==> src/rtl/ahb_pkg.sv <==
// Shared AHB-Lite encodings, the request record and the strobe helper used by
// both the slave write front end and the master generator.
package ahb_pkg;

  typedef enum logic [1:0] {
    HTRANS_IDLE   = 2'b00,
    HTRANS_BUSY   = 2'b01,
    HTRANS_NONSEQ = 2'b10,
    HTRANS_SEQ    = 2'b11
  } htrans_e;

  typedef enum logic [2:0] {
    HBURST_SINGLE = 3'd0,
    HBURST_INCR   = 3'd1,
    HBURST_WRAP4  = 3'd2,
    HBURST_INCR4  = 3'd3,
    HBURST_WRAP8  = 3'd4,
    HBURST_INCR8  = 3'd5,
    HBURST_WRAP16 = 3'd6,
    HBURST_INCR16 = 3'd7
  } hburst_e;

  typedef enum logic [2:0] {
    HSIZE_BYTE  = 3'd0,
    HSIZE_HALF  = 3'd1,
    HSIZE_WORD  = 3'd2,
    HSIZE_DWORD = 3'd3,
    HSIZE_4W    = 3'd4,
    HSIZE_8W    = 3'd5,
    HSIZE_16W   = 3'd6,
    HSIZE_32W   = 3'd7
  } hsize_e;

  localparam logic HRESP_OKAY  = 1'b0;
  localparam logic HRESP_ERROR = 1'b1;

  // Write front-end FSM; state is the register named "state" in the top.
  typedef enum logic [1:0] {
    ST_IDLE    = 2'd0,
    ST_DATA_WR = 2'd1,
    ST_ERR1    = 2'd2,
    ST_ERR2    = 2'd3
  } wr_state_e;

  // Request record at the default bus widths.
  localparam int REQ_ADDR_W = 32;
  localparam int REQ_DATA_W = 64;

  typedef struct packed {
    logic [REQ_ADDR_W-1:0]   addr;
    logic [REQ_DATA_W-1:0]   data;
    logic [REQ_DATA_W/8-1:0] strb;
    logic [2:0]              size;
    logic [2:0]              burst;
    logic                    first;
  } req_t;

  // Widest supported bus is 256 bits, i.e. 32 byte lanes.
  localparam int STRB_MAX = 32;

  // Byte strobes for a transfer of 2^size bytes starting at byte lane 'lane'.
  function automatic logic [STRB_MAX-1:0] gen_strb(input logic [2:0] size,
                                                   input logic [4:0] lane);
    logic [63:0] bytes_mask;
    bytes_mask = (64'd1 << (8'd1 << size)) - 64'd1;
    return STRB_MAX'(bytes_mask << lane);
  endfunction

endpackage

==> src/rtl/ahb_req_fifo.sv <==
// Registered synchronous FIFO of request entries; the head entry drives the
// outputs directly, so a push becomes visible one cycle later.
module ahb_req_fifo
  import ahb_pkg::*;
#(
  parameter type entry_t = req_t,
  parameter int  DEPTH   = 4
) (
  input  logic                     clk,
  input  logic                     rst,
  input  logic                     push,
  input  entry_t                   push_data,
  input  logic                     pop,
  output entry_t                   head,
  output logic                     full,
  output logic                     empty,
  output logic [$clog2(DEPTH):0]   count
);

  localparam int PTR_W = $clog2(DEPTH);
  localparam int CNT_W = PTR_W + 1;

  entry_t           mem [DEPTH];
  logic [PTR_W-1:0] wr_ptr;
  logic [PTR_W-1:0] rd_ptr;
  logic             do_push;
  logic             do_pop;

  assign full    = (count == CNT_W'(DEPTH));
  assign empty   = (count == '0);
  assign do_push = push & ~full;
  assign do_pop  = pop & ~empty;
  assign head    = mem[rd_ptr];

  // Storage and write pointer; storage is cleared so the head reads zero after reset.
  always_ff @(posedge clk or posedge rst) begin
    if (rst) begin
      for (int i = 0; i < DEPTH; i++) mem[i] <= '0;
      wr_ptr <= '0;
    end else if (do_push) begin
      mem[wr_ptr] <= push_data;
      wr_ptr      <= wr_ptr + PTR_W'(1);
    end
  end

  // Read pointer and occupancy; simultaneous push and pop leave the count unchanged.
  always_ff @(posedge clk or posedge rst) begin
    if (rst) begin
      rd_ptr <= '0;
      count  <= '0;
    end else begin
      if (do_pop) rd_ptr <= rd_ptr + PTR_W'(1);
      case ({do_push, do_pop})
        2'b10:   count <= count + CNT_W'(1);
        2'b01:   count <= count - CNT_W'(1);
        default: count <= count;
      endcase
    end
  end

endmodule

==> src/rtl/ahb_slave_wr_if.sv <==
// AHB-Lite write slave: accepts write beats, lane-masks them and queues them
// for the bridge core; reads and illegal transfers get the two-cycle ERROR.
//
// Request handshake: an entry transfers on a rising HCLK edge where
// req_valid and req_ready are both 1; req_valid never depends on req_ready,
// and req_* stay stable while req_valid=1 and req_ready=0.
module ahb_slave_wr_if
  import ahb_pkg::*;
#(
  parameter int AHB_DATA_WIDTH    = 64,
  parameter int AHB_ADDRESS_WIDTH = 32,
  parameter int FIFO_DEPTH        = 4
) (
  input  logic                          HCLK,
  input  logic                          HRESET,
  input  logic                          HSEL,
  input  logic [AHB_ADDRESS_WIDTH-1:0]  HADDR,
  input  logic [1:0]                    HTRANS,
  input  logic                          HWRITE,
  input  logic [2:0]                    HSIZE,
  input  logic [2:0]                    HBURST,
  input  logic [AHB_DATA_WIDTH-1:0]     HWDATA,
  input  logic                          HREADY,
  output logic                          HREADYOUT,
  output logic                          HRESP,
  output logic                          req_valid,
  input  logic                          req_ready,
  output logic [AHB_ADDRESS_WIDTH-1:0]  req_addr,
  output logic [AHB_DATA_WIDTH-1:0]     req_data,
  output logic [AHB_DATA_WIDTH/8-1:0]   req_strb,
  output logic [2:0]                    req_size,
  output logic [2:0]                    req_burst,
  output logic                          req_first
);

  localparam int STRB_W = AHB_DATA_WIDTH / 8;
  localparam int LANE_W = $clog2(STRB_W);
  localparam int CNT_W  = $clog2(FIFO_DEPTH) + 1;

  typedef struct packed {
    logic [AHB_ADDRESS_WIDTH-1:0] addr;
    logic [AHB_DATA_WIDTH-1:0]    data;
    logic [STRB_W-1:0]            strb;
    logic [2:0]                   size;
    logic [2:0]                   burst;
    logic                         first;
  } wr_req_t;

  logic [1:0]                   rst_pipe;
  logic                         rst;
  wr_state_e                    state;
  wr_state_e                    state_next;
  logic                         accept;
  logic                         illegal;
  logic [7:0]                   align_mask;
  logic                         sample_ok;
  logic                         push;
  logic [AHB_ADDRESS_WIDTH-1:0] ap_addr;
  logic [2:0]                   ap_size;
  logic [2:0]                   ap_burst;
  logic                         ap_first;
  logic [STRB_W-1:0]            beat_strb;
  wr_req_t                      push_entry;
  wr_req_t                      head;
  logic                         fifo_full;
  logic                         fifo_empty;
  logic [CNT_W-1:0]             fifo_count;

  // Reset asserts immediately and releases two HCLK edges after HRESET falls.
  always_ff @(posedge HCLK or posedge HRESET) begin
    if (HRESET) rst_pipe <= 2'b11;
    else        rst_pipe <= {rst_pipe[0], 1'b0};
  end
  assign rst = rst_pipe[1];

  assign accept     = HSEL & HREADY & HTRANS[1];
  assign align_mask = (8'd1 << HSIZE) - 8'd1;
  assign illegal    = ~HWRITE | (HSIZE > 3'(LANE_W)) | (|(HADDR[7:0] & align_mask));
  assign sample_ok  = (state == ST_IDLE) | (state == ST_ERR2) |
                      ((state == ST_DATA_WR) & ~fifo_full);

  // State register.
  always_ff @(posedge HCLK or posedge rst) begin
    if (rst) state <= ST_IDLE;
    else     state <= state_next;
  end

  // Next state: a new address phase is judged whenever the bus is ready for it.
  always_comb begin
    state_next = state;
    case (state)
      ST_IDLE, ST_ERR2: begin
        if (accept) state_next = illegal ? ST_ERR1 : ST_DATA_WR;
        else        state_next = ST_IDLE;
      end
      ST_DATA_WR: begin
        if (!fifo_full) begin
          if (accept) state_next = illegal ? ST_ERR1 : ST_DATA_WR;
          else        state_next = ST_IDLE;
        end
      end
      ST_ERR1: state_next = ST_ERR2;
      default: state_next = ST_IDLE;
    endcase
  end

  // Bus response and FIFO push; the data phase stalls only while the FIFO is full.
  always_comb begin
    HREADYOUT = 1'b1;
    HRESP     = HRESP_OKAY;
    push      = 1'b0;
    case (state)
      ST_DATA_WR: begin
        HREADYOUT = ~fifo_full;
        push      = ~fifo_full;
      end
      ST_ERR1: begin
        HREADYOUT = 1'b0;
        HRESP     = HRESP_ERROR;
      end
      ST_ERR2: HRESP = HRESP_ERROR;
      default: ;
    endcase
  end

  // Address-phase capture for legal beats; illegal ones never reach the FIFO.
  always_ff @(posedge HCLK or posedge rst) begin
    if (rst) begin
      ap_addr  <= '0;
      ap_size  <= '0;
      ap_burst <= '0;
      ap_first <= 1'b0;
    end else if (accept & ~illegal & sample_ok) begin
      ap_addr  <= HADDR;
      ap_size  <= HSIZE;
      ap_burst <= HBURST;
      ap_first <= (HTRANS == HTRANS_NONSEQ);
    end
  end

  assign beat_strb = STRB_W'(gen_strb(ap_size, 5'(ap_addr[LANE_W-1:0])));

  // Build the queued beat; unused lanes are zeroed because the master drives X there.
  always_comb begin
    push_entry       = '0;
    push_entry.addr  = ap_addr;
    push_entry.strb  = beat_strb;
    push_entry.size  = ap_size;
    push_entry.burst = ap_burst;
    push_entry.first = ap_first;
    for (int i = 0; i < STRB_W; i++)
      push_entry.data[i*8 +: 8] = beat_strb[i] ? HWDATA[i*8 +: 8] : 8'h00;
  end

  ahb_req_fifo #(
    .entry_t (wr_req_t),
    .DEPTH   (FIFO_DEPTH)
  ) u_fifo (
    .clk       (HCLK),
    .rst       (rst),
    .push      (push),
    .push_data (push_entry),
    .pop       (req_ready),
    .head      (head),
    .full      (fifo_full),
    .empty     (fifo_empty),
    .count     (fifo_count)
  );

  // Occupancy never exceeds capacity and agrees with the empty flag.
  assert property (@(posedge HCLK) disable iff (rst)
    (fifo_count <= CNT_W'(FIFO_DEPTH)) && ((fifo_count == '0) == fifo_empty));

  assign req_valid = ~fifo_empty;
  assign req_addr  = head.addr;
  assign req_data  = head.data;
  assign req_strb  = head.strb;
  assign req_size  = head.size;
  assign req_burst = head.burst;
  assign req_first = head.first;

endmodule

==> config.mk <==
export PLATFORM = sky130hd
export DESIGN_NAME = ahb_slave_wr_if
export DESIGN_NICKNAME = d
export VERILOG_FILES = /design/src/rtl/ahb_pkg.sv /design/src/rtl/ahb_req_fifo.sv /design/src/rtl/ahb_slave_wr_if.sv
export SDC_FILE = /design/constraint.sdc
export NUM_CORES = 1
export LEC_CHECK = 0
export ABC_CLOCK_PERIOD_IN_PS = 24500
export BUFFER_PORTS_ARGS = -buffer_cell sky130_fd_sc_hd__buf_2
export CORE_MARGIN = 10
export CORE_UTILIZATION = 55
export CTS_CLUSTER_SIZE = 14
export DETAILED_ROUTE_END_ITERATION = 7
export GPL_TIMING_DRIVEN = 1
export MAX_ROUTING_LAYER = met4
export PLACE_DENSITY = 0.75
export REMOVE_ABC_BUFFERS = 1
export SYNTH_ARGS = -nofsm -noshare
export SYNTH_HDL_FRONTEND = slang
export SYNTH_HIERARCHICAL = 1
export SYNTH_SLANG_ARGS = --single-unit
==> constraint.sdc <==
create_clock -name HCLK -period 24.5 [get_ports HCLK]
set_clock_uncertainty 0.2 [all_clocks]
set_input_delay 3.675 -clock HCLK [delete_from_list [all_inputs] [get_ports HCLK]]
set_output_delay 3.675 -clock HCLK [all_outputs]
set_load 0.005 [all_outputs]
==> impl_results.md <==
- Global-route usage over all layers: 0.206
- Seq/Total Area, Yosys: 0.560
- Detail-routed via count per cell: 5.73
- Count of buffers added by post-CTS timing repair for setup: 0
- Top FF cell, synth: sky130_fd_sc_hd__dfrtp_1
- Critical path startpoint category: flip-flop
- Largest net degree at the start of global routing: 164
- Maximum clock path buffer count: 3
- Critical setup path kind: flip-flop to primary output
- Unique masters post-synth: 45
- Final-layout setup total negative slack: 0 ps
- Count of yosys warnings during synthesis: 6
- Number of vias in the routed layout: 12.1k
- Setup slack at placement: 17,920 ps
- Count of input and output buffers: 223
- Resized cells post-CTS: 0
- Number of global-route vias before repair: 13.6k
- Final weighted congestion in routability-driven placement: 0.783
- Switching power as a share of total power: 0.303
- Biggest area contributors in the synthesized netlist: sky130_fd_sc_hd__dfrtp_1 (56%), sky130_fd_sc_hd__mux2_2 (24%), sky130_fd_sc_hd__mux4_2 (11%), sky130_fd_sc_hd__buf_6 (1.9%), sky130_fd_sc_hd__and2_1 (1.8%)
- Sinks on the clock net: 494
- CTS Root Cell: sky130_fd_sc_hd__clkbuf_16
- Clock power share: 0.248
- Total CTS buffers: 52
- Global-route wire length before repair: 76,700 um
- Portion of total power attributed to combinational logic: 0.321
- Final global-route overflow total: 0
- Setup repair after global routing missed its margin: no
- CTS H-tree lvls: 2
- Number of rows created at floorplan: 73
- Initial Util: 0.556
- Hold violation count in the final report: 0
- Total Wirelength: 47,600 um
- Number of detailed-route iterations in the first pass: 4
- Tot Pwr: 3010 uW
- Total power divided by cell area: 120 mW/mm^2
- Slew @ Worst Pin: 1140 ps
- Maximum clock frequency: 0.144 GHz
- Ratio of final minimum period to clock period: 0.283
- Peak fanout along the critical path: 52
- Max-cap violations: 0
- Largest area contributor in the netlist: sky130_fd_sc_hd__dfrtp_1
- Maximum VDD drop: 68.3 uV
- IO Count: 224
- Cts-stage hold buffer count: 0
- Final setup margin: 17,560 ps
- Critical path endpoint category: primary output
- Synthesis-stage register bit count: 494
- Worst-skew pair later-pin latency: 580 ps
- Crit path arrival time: 3070 ps
- Die Span Y: 220 um
- Cells after Synth: 1,339
- Final Slew Violations: 0
- Clock slew at the register clock pins of the worst setup and hold paths: 60 ps
- Worst hold-check path type: flip-flop to flip-flop
- Top cell types by occurrence after synthesis: sky130_fd_sc_hd__dfrtp_1 (492), sky130_fd_sc_hd__mux2_2 (474), sky130_fd_sc_hd__mux4_2 (111)
- Share of final-layout standard cells stronger than drive strength 1: 0.577
- Data required time at the worst endpoint: 20,620 ps
- Shortest period the worst path allows: 6950 ps
- Run status: completed
- Internal power: 2100 uW
- Async S/R FF share, synth: 1.00
- Antenna violations before repair: 5
- Net switching power of the design: 911 uW
- Share of total power in sequential cells: 0.430
- Max-slew headroom at the worst pin: 0.239
- Core footprint: 0.0397 mm^2
- Lkg Pwr: 0.0123 uW
- Routed WL per cell: 22.4 um
- Width of the die: 220 um
- Post-Synthesis Mean Instance Area: 16.5 um^2
- Post-synthesis cell area: 0.0221 mm^2
- Final setup violation count: 0
- Fraction of the core area covered by cells at the end of the flow: 0.630
- TritonCTS clock tree: done
- Final antenna-violating net count: 0
- Most numerous cell in the Yosys netlist: sky130_fd_sc_hd__dfrtp_1
- Post-DP HPWL: 29,200 um
- Drc violations: 0
- Total Nets Final: 1,672
- Iter 0 DRT Violations: 772
- Die ar.: 0.0485 mm^2
- Count of flip-flops with a built-in enable after synthesis: 0
- Yosys top cell area share: 0.558
- Area added between synthesis and finish: 13.3%
-- flip-flops by register name, indices dropped and copies added, names as in the netlist --
name,cells
u_fifo/count,3
state,2
u_fifo/wr_ptr,2
u_fifo/mem,444
ap_first,1
ap_size,3
ap_addr,32
u_fifo/rd_ptr,2
rst_pipe,2
ap_burst,3
-- power groups by stage --
stage	registers (uW)	clock network, uW	logic (uW)
after floorplan	1290	0	691
after global placement	1290	0	961
after detailed placement	1310	0	983
after CTS	1300	766	987
after global routing	1340	800	1050
final	1290	747	966
-- layer usage --
metal | up-vias | global-route usage | share of wire
met1 | 6525 | 0.276 | 0.45
li1 | 5350 | - | -
met3 | 42 | 0.0434 | 0.055
met2 | 230 | 0.320 | 0.48
met5 | - | - | 0
met4 | 0 | 0.0447 | 0.012
-- through the flow --
stage | instance area, um^2 | hold slack, ps | cells
final | 25000 | 158 | 2121
after global routing | 25000 | 158 | 2121
after CTS | 25000 | 160 | 2116
after detailed placement | 23400 | 149 | 2022
after global placement | 23400 | 146 | 2022
after floorplan | 21400 | 145 | 1257
-- layout make-up --
class                      instances  area [um^2]
antenna                            5         12.5
clock buffer                      83         1570
clock inverter                    11         61.3
fill                            2984        14700
inverter                          15         63.8
multi-input combinational        748         9020
sequential                       494        12400
tap                              525          657
timing repair buffer             240         1260
-- worst paths after layout --
check / from / slack, ps / cells past startpoint / to
max: u_fifo/rd_ptr[0]$_DFFE_PP0P_ / 17560 / 3 / req_addr[2]
min: rst_pipe[0]$_DFF_PP1_ / 160 / 0 / rst_pipe[1]$_DFF_PP1_
max reg2reg: u_fifo/count[2]$_DFFE_PP0P_ / 20450 / 7 / u_fifo/mem[6]$_DFFE_PP0P_
min reg2reg: rst_pipe[0]$_DFF_PP1_ / 160 / 0 / rst_pipe[1]$_DFF_PP1_
max in group asynchronous: HRESET / 21180 / 2 / rst_pipe[1]$_DFF_PP1_
min in group asynchronous: rst_pipe[1]$_DFF_PP1_ / 260 / 1 / u_fifo/mem[215]$_DFFE_PP0P_
-- cells by family after synthesis --
family	count (synthesis)	synth area share
simple gates	112	0.0305
xor+xnor	6	0.00238
other cells	2	0.000340
compound gates	22	0.00720
flops	494	0.560
mux	595	0.360
fa+ha+maj	11	0.00658
buf+inv	97	0.0328
-- layout by cell type, fill, tap and decap left out, drive strengths merged, types with 2 or more instances in the layout --
| master | count |
|---|---|
| xor2 | 3 |
| o21ai | 6 |
| nand2 | 9 |
| a21o | 3 |
| nand3 | 3 |
| mux4 | 111 |
| buf | 240 |
| nor3 | 4 |
| or2 | 2 |
| and2 | 64 |
| dfrtp | 492 |
| ha | 10 |
| diode | 5 |
| clkbuf | 83 |
| nor2 | 13 |
| clkinv | 9 |
| nor4 | 2 |
| inv | 16 |
| a211oi | 2 |
| a31oi | 2 |
| dfstp | 2 |
| xnor2 | 3 |
| or3 | 4 |
| o32ai | 2 |
| nor2b | 5 |
| nand2b | 2 |
| conb | 2 |
| mux2 | 483 |
-- critical path, stage by stage, from the launching register on --
cell and delay, ps:
sky130_fd_sc_hd__dfrtp_4 850, sky130_fd_sc_hd__buf_4 790, sky130_fd_sc_hd__mux4_2 640, sky130_fd_sc_hd__buf_2 150
(Power assumes the default switching activity.)
